**config.mk**
```make
export PLATFORM = sky130hd
export DESIGN_NAME = beat_timer
export DESIGN_NICKNAME = d
export VERILOG_FILES = /design/src/rtl/beat_timer.sv
export SDC_FILE = /design/constraint.sdc
export NUM_CORES = 1
export LEC_CHECK = 0
export CORE_ASPECT_RATIO = 1.25
export CORE_UTILIZATION = 40
export DETAILED_ROUTE_END_ITERATION = 10
export REMOVE_ABC_BUFFERS = 1
export SYNTH_ARGS = -nofsm -noshare
export SYNTH_HDL_FRONTEND = slang
export SYNTH_SLANG_ARGS = --single-unit
```
**constraint.sdc**
```tcl
create_clock -name i_clk -period 4 [get_ports i_clk]
set_input_delay 0.8 -clock i_clk [delete_from_list [all_inputs] [get_ports i_clk]]
set_output_delay 0.8 -clock i_clk [all_outputs]
set_load 0.01 [all_outputs]
```
**src/rtl/beat_timer.sv**
```systemverilog
// Tempo-scaled note-duration timer: times one note in 1/16-beat ticks derived from bpm.
// Define ARTIC_GAP_EN for a staccato gap: note_gate drops during the final tick period.
module beat_timer #(
    parameter int CLK_HZ = 50_000_000,
    parameter int BPM_W  = 8
) (
    input  logic             i_clk,
    input  logic             i_rstn,
    input  logic [BPM_W-1:0] i_bpm,
    input  logic             i_pause,
    input  logic             i_note_valid,
    output logic             o_note_ready,
    input  logic [3:0]       i_note_code,
    input  logic             i_note_dot,
    input  logic             i_note_rest,
    output logic             o_note_gate,
    output logic             o_beat_finish,
    output logic             o_tick
);

    // state | meaning
    // IDLE  | waiting for a note, note_ready high
    // PLAY  | timing the accepted note
    typedef enum logic {IDLE = 1'b0, PLAY = 1'b1} state_t;

    // 64-bit math: CLK_HZ*60 overflows 32 bits at the default clock rate
    localparam longint TICK_DEN = (longint'(CLK_HZ) * 60) / 16;
    localparam int ACC_W = $clog2(TICK_DEN + (longint'(1) << BPM_W));
    localparam logic [ACC_W-1:0] TICK_DEN_V = TICK_DEN[ACC_W-1:0];

    state_t           r_state;
    state_t           w_state_nxt;
    logic [ACC_W-1:0] r_acc;
    logic [6:0]       r_count;
    logic [6:0]       r_len;
    logic             r_rest;
    logic             r_gate;
    logic             r_finish;

    logic [ACC_W-1:0] w_sum;
    logic             w_tick;
    logic             w_last;
    logic             w_accept;
    logic             w_gate_drop;
    logic [6:0]       w_base_len;
    logic [6:0]       w_len_sel;

    function automatic logic [6:0] base_len(input logic [3:0] code);
        case (code)
            4'd1:    base_len = 7'd64;
            4'd2:    base_len = 7'd32;
            4'd3:    base_len = 7'd16;
            4'd4:    base_len = 7'd8;
            4'd5:    base_len = 7'd4;
            4'd6:    base_len = 7'd2;
            default: base_len = 7'd8;
        endcase
    endfunction

    always_comb begin
        w_state_nxt = r_state;
        w_sum       = r_acc + ACC_W'(i_bpm);
        w_tick      = (r_state == PLAY) && !i_pause && (w_sum >= TICK_DEN_V);
        w_last      = w_tick && (r_count == r_len - 7'd1);
        w_accept    = (r_state == IDLE) && i_note_valid;
        w_base_len  = base_len(i_note_code);
        w_len_sel   = i_note_dot ? (w_base_len + (w_base_len >> 1)) : w_base_len;
`ifdef ARTIC_GAP_EN
        w_gate_drop = w_tick && (r_count == r_len - 7'd2);
`else
        w_gate_drop = 1'b0;
`endif
        case (r_state)
            IDLE:    if (w_accept) w_state_nxt = PLAY;
            PLAY:    if (w_last)   w_state_nxt = IDLE;
            default: w_state_nxt = IDLE;
        endcase
    end

    always_ff @(posedge i_clk) begin
        if (!i_rstn) begin
            r_state  <= IDLE;
            r_acc    <= '0;
            r_count  <= '0;
            r_len    <= '0;
            r_rest   <= 1'b0;
            r_gate   <= 1'b0;
            r_finish <= 1'b0;
        end else begin
            r_state  <= w_state_nxt;
            r_finish <= w_last;
            if (w_accept) begin
                r_len   <= w_len_sel;
                r_rest  <= i_note_rest;
                r_acc   <= '0;
                r_count <= '0;
                r_gate  <= !i_note_rest;
            end else if (r_state == PLAY) begin
                if (!i_pause) begin
                    r_acc <= w_tick ? (w_sum - TICK_DEN_V) : w_sum;
                end
                if (w_tick) begin
                    r_count <= r_count + 7'd1;
                end
                if (w_last || w_gate_drop) begin
                    r_gate <= 1'b0;
                end
            end
        end
    end

    assign o_note_ready  = (r_state == IDLE);
    assign o_note_gate   = r_gate;
    assign o_beat_finish = r_finish;
    assign o_tick        = w_tick;

endmodule

```
# After elaboration in Yosys (flattened, before gate mapping)
# Cells that the tools add are included.
[word_totals]
romBits = 0
mem_bits_rw = 0
input_bits = 18
latchBits = 0
output_inout_bits = 4
mem_count = 0
reg_bits = 45
[op_classes]
multipliers = 0
div_mod_pow = 0
mux = 9
n_addsub = 5
n_shift = 0
bitwise = 3
reduce_logical = 12
magnitude_cmp = 1
eq_ne = 6
[op_table]
columns = ["operator", "n"]
rows = [
  ["one-hot mux 7 bit (5 select lines)", 1],
  ["adder 28 x 8 -> 28 bit", 1],
  [">= comparator 28 bit (second input constant)", 1],
  ["2-to-1 mux 28 bit", 1],
  ["subtractor 28 bit (second input constant)", 1],
  ["== test 4 x 2 -> 1 bit (second input constant)", 2],
  ["== test 4 x 3 -> 1 bit (second input constant)", 2],
  ["adder 7 x 1 -> 7 bit (second input constant)", 1],
  ["adder 7 x 6 -> 7 bit", 1],
  ["== test 7 bit", 1],
  ["2-to-1 mux 7 bit", 1],
  ["subtractor 7 x 1 -> 7 bit (second input constant)", 1],
  ["AND reduction 2 bit", 3],
  ["2-to-1 mux 1 bit", 5],
  ["== test 4 x 1 -> 1 bit (second input constant)", 1],
  ["logical AND 1 bit", 4],
  ["nonzero test 2 bit", 2],
  ["NOT 1 bit", 3],
  ["logical NOT 1 bit", 2],
  ["one-hot mux 1 bit (2 select lines)", 1],
  ["OR reduction 2 bit", 1],
]

# Logic depth before layout (Yosys ltp)
[depth]
depth_word = 7
ltp_mapped = 15

# Worst setup path before layout
# OpenSTA, ideal clock, no wires.
[synth_path]
kind = "input port to output port"
start = "in i_bpm[0]"
end = "out o_tick"
cell_stages = 12
n_path_buf = 2
path_slack_ns = -0.256
arrival_ns = 3.456
path_cell_list = "ha_1 fa_1 a211oi_2 nor3_2 or2_2 buf_2 o211ai_1 a21oi_2 nor4_4 o211ai_4 buf_6 a21oi_4"
[synth_between]
elab_chain_len = 3
[synth_rtl]
columns = ["item", "line", "text"]
rows = [
  ["start, declared", "9", "input logic [BPM_W-1:0] i_bpm,"],
  ["adder 28 x 8 -> 28 bit", "62", "w_sum = r_acc + ACC_W'(i_bpm);"],
  [">= comparator 28 bit", "63", "w_tick = (r_state == PLAY) && !i_pause && (w_sum >= TICK_DEN_V);"],
  ["logical AND 1 bit", "63", ""],
  ["end, declared", "18", "output logic o_tick"],
]
# Every way passes these cells.

# Worst setup path after layout
[layout_path]
start = "in i_bpm[7]"
end = "out o_tick"
# Same word-level chain as after synthesis.

==> impl_results.md <==
- Max layer used: met4
- Max clock buf depth: 2
- Nets: roughly 650
- Slowest library cell on the worst path: or3_4
- Final min period: 4080 ps
- Int Power: 0.930 mW
- Failing checks: setup timing
- Synth warn: 0
- Clk root buf: clkbuf_16
- Total routed wirelength: 12.3 mm
- Post-DP HPWL: a little under 9 mm
- Leakage Power: ~2.0 nW
- Final setup margin: -79.9 ps
- Element type at the critical path end: primary output
- Routed Antenna Nets: 0
- Critical setup path kind: input pin to primary output
- RSZ-0062 raised after global routing: yes
- ANT cells: 0
- # hold bufs at CTS: 0
- Worst Path Arrival: 3280 ps
- First-pass GRT wire length: 20.3 mm
- Area Overhead vs Synth: 35.2%
- Vias in the first global route: roughly 4.2k
- Synth async-reset ratio: 0%
- Least-Margin Pin Slew: 699 ps
- Starting Density: 41.3%
- Period utilisation layout: 102%
- Initial drt markers: 200
- Setup TNS: -79.9 ps
- Cell variety after synth: between 70 and 80
- Sink Count: 45
- FP Rows: 40
- Top-Level Pins: 22
- Clock skew: 5.45 ps
- R2r endpoint: r_acc[21]
- Final max-slew violation count: 0
- Status: finished with violations
- First-pass DRT Iterations: 6
- Largest net degree at the start of global routing: 37
- Clock-pin slew on the worst setup and hold paths: around 60 ps
- Pre-CTS WS: -968 ps
- Synth Area per Inst: 7.68 um^2
- Clock share of power: 43.7%
- Flop pwr share: a little under two fifths
- GR Overflow Total: 0
- Die X-Extent: 91.3 um
- Final setup viols: 1
- Fin. Hold Viols: 0
- Core Util, Final: 55.8%
- Pwr/cell area: 232 nW/um^2
- DIE HEIGHT: between 100 and 150 um
- Met2 routed WL: between 6 and 7 mm
- Startpoint Class: input pin
- Initial antenna violation count: 0
- Hold depth: 2
- Rel. slew slack: a little over half
- Worst r2r src: r_acc[0]
- Max FO, Critical Path: 5
- WL met1: 5.01 mm
- Drt via density: 5.67
- Top_reg_cell synth: dfxtp_1
- Hold Path End: r_acc[27]
- Die ar.: a little over 10000 um^2
- Syn Std Cell Area: 3990 um^2
- Routability cong.: 0.893
- Num CTS Buffers: 5
- Sequential share of the synthesized area: 22.6%
- DRC Markers: 0
- Switching share of total power: 25.8%
- Total global-route track usage: between 20% and 30%
- Filler cells: 881
- Min-delay src: r_acc[27]
- Post-Synthesis Cells: 519
- Core Area: 9660 um^2
- Yosys reg bits: 45
- Commonest non-fill, non-tap cell in the layout: buf_4
- Reg2Reg Depth: 16
- Share of cells above drive strength 1: between 20% and 30%
- Number of flops mapped to enable cells by yosys: 0
- R2R Setup Slk: around 380 ps
- H-tree depth: 2
- Metal3 WL: 317 um
- Vias: about 4.2k
- Fmax: 245 MHz
- Worst-Skew Late Latency: 290 ps
- Hold crit path type: flop to flop
- CP peak stage delay: 450 ps
- Max VDD drop: between 200 and 250 uV
- CTS tree: yes
- Drt wl/cell: 16.6 um
- Critical-path cell list: dlygate4sd2_1, ha_4, nand3_2, or3_4, a211oi_2, xnor2_1, nand2b_4, nor4_4, o211ai_4, a21oi_4, buf_6
- WP data required: 3200 ps
- NetSw: 0.323 mW
- Combinational power share: 19.1%
- Number of buffers added on ports: 21
- Max capacitance violation total: 0
- Most frequent cells in the layout: buf_4 (96), nand2_1 (55), dfxtp_1 (45)
power by group through the flow:
stage	clock, mW	sequential, mW	combinational (mW)
after detailed placement	0	0.474	0.210
after floorplan	0	0.473	0.116
final	0.548	0.466	0.240
after CTS	0.556	0.465	0.236
after global placement	0	0.474	0.206
after global routing	0.576	0.467	0.262
critical path: cells and delay by family:
family / cells / cell delay (ps)
adder cells (fa/ha/maj): 1 / 320
AO/OA/AOI/OAI: 3 / 600
XOR/XNOR: 1 / 120
buffers and inverters: 2 / 390
AND/OR/NAND/NOR: 4 / 1040
state kept, by name, indices dropped and copies added (netlist names):
register,flops
o_beat_finish,1
o_note_gate,1
r_acc,28
r_count,7
r_len,7
r_state,1
metal layers:
metal | global-route usage [%] | vias up
li1 | - | 2089
met1 | 26.3 | 2017
met2 | 49.1 | 93
met3 | 2.73 | 23
met4 | 9.84 | 0
met5 | 0 | -
cell families after synthesis:
| group | count (synthesis) | share of synthesized area (%) |
|---|---|---|
| AND/OR/NAND/NOR | 206 | 26.9 |
| XOR/XNOR | 49 | 10.8 |
| adder cells (fa/ha/maj) | 17 | 5.52 |
| buffers and inverters | 39 | 4.33 |
| AO/OA/AOI/OAI | 155 | 27.9 |
| multiplexers | 8 | 2.01 |
| flip-flops | 45 | 22.6 |
metrics by stage:
step	cell area, um^2	hold WS (ps)	cells	power (mW)
2_1_floorplan	3850	436	490	0.589
3_3_place_gp	4890	447	723	0.680
3_5_place_dp	4890	454	723	0.685
4_1_cts	5370	492	743	1.26
5_1_grt	5390	513	744	1.30
6_report	5390	492	744	1.25
final cells by class:
class | count | area, um^2 | area share [%]
timing repair buffer | 120 | 981 | 18.2
tap | 126 | 158 | 2.92
multi-input combinational | 435 | 3130 | 58.0
inverter | 10 | 37.5 | 0.696
sequential | 45 | 901 | 16.7
clock buffer | 5 | 125 | 2.32
clock inverter | 3 | 65.1 | 1.21
repair_timing:
action | 4_1_cts | 5_1_grt
setup endpoints to repair | 30 | 19
pin swaps | 21 | 6
resized for setup | 46 | 5
buffers inserted | 13 | 1
synthesized netlist by cell type, drive strengths merged, types with 2 or more instances:
library cell / instances / share of area, %
nand3: 16 / 2.1
o21a: 6 / 1.1
ha: 16 / 5.0
nand3b: 3 / 0.56
nand4: 11 / 1.7
a211oi: 12 / 2.6
a311oi: 2 / 0.44
or2: 4 / 0.63
nor4: 6 / 1.3
and2: 8 / 1.3
o211a: 3 / 0.75
o21ai: 29 / 3.7
o2111ai: 3 / 0.66
or4: 4 / 0.75
xnor2: 27 / 5.9
buf: 10 / 1.6
a31oi: 7 / 1.1
o31ai: 3 / 0.91
xor2: 22 / 4.8
nor2b: 5 / 0.78
mux2i: 8 / 2.0
o211ai: 9 / 2.2
or3: 15 / 2.5
a21boi: 2 / 0.38
inv: 10 / 0.94
a31o: 4 / 0.88
a21o: 6 / 1.1
and3: 9 / 1.4
nor2: 46 / 4.3
nand2b: 7 / 1.1
dfxtp: 45 / 23
nand4b: 3 / 0.66
nor3: 10 / 1.5
a22oi: 3 / 0.91
clkbuf: 19 / 1.8
a211o: 2 / 0.44
nand2: 57 / 5.6
a221oi: 4 / 1.0
a21oi: 50 / 7.3
worst max path at each step:
stage / startpoint / end / cells past startpoint
after floorplan: i_bpm[0] / o_tick / 10
after detailed placement: i_bpm[0] / o_tick / 12
after CTS: i_bpm[0] / o_tick / 13
after global placement: i_bpm[0] / o_tick / 12
final: i_bpm[7] / o_tick / 11
after global routing: i_bpm[0] / o_tick / 13
No activity file was read; power rests on OpenSTA's default activity.
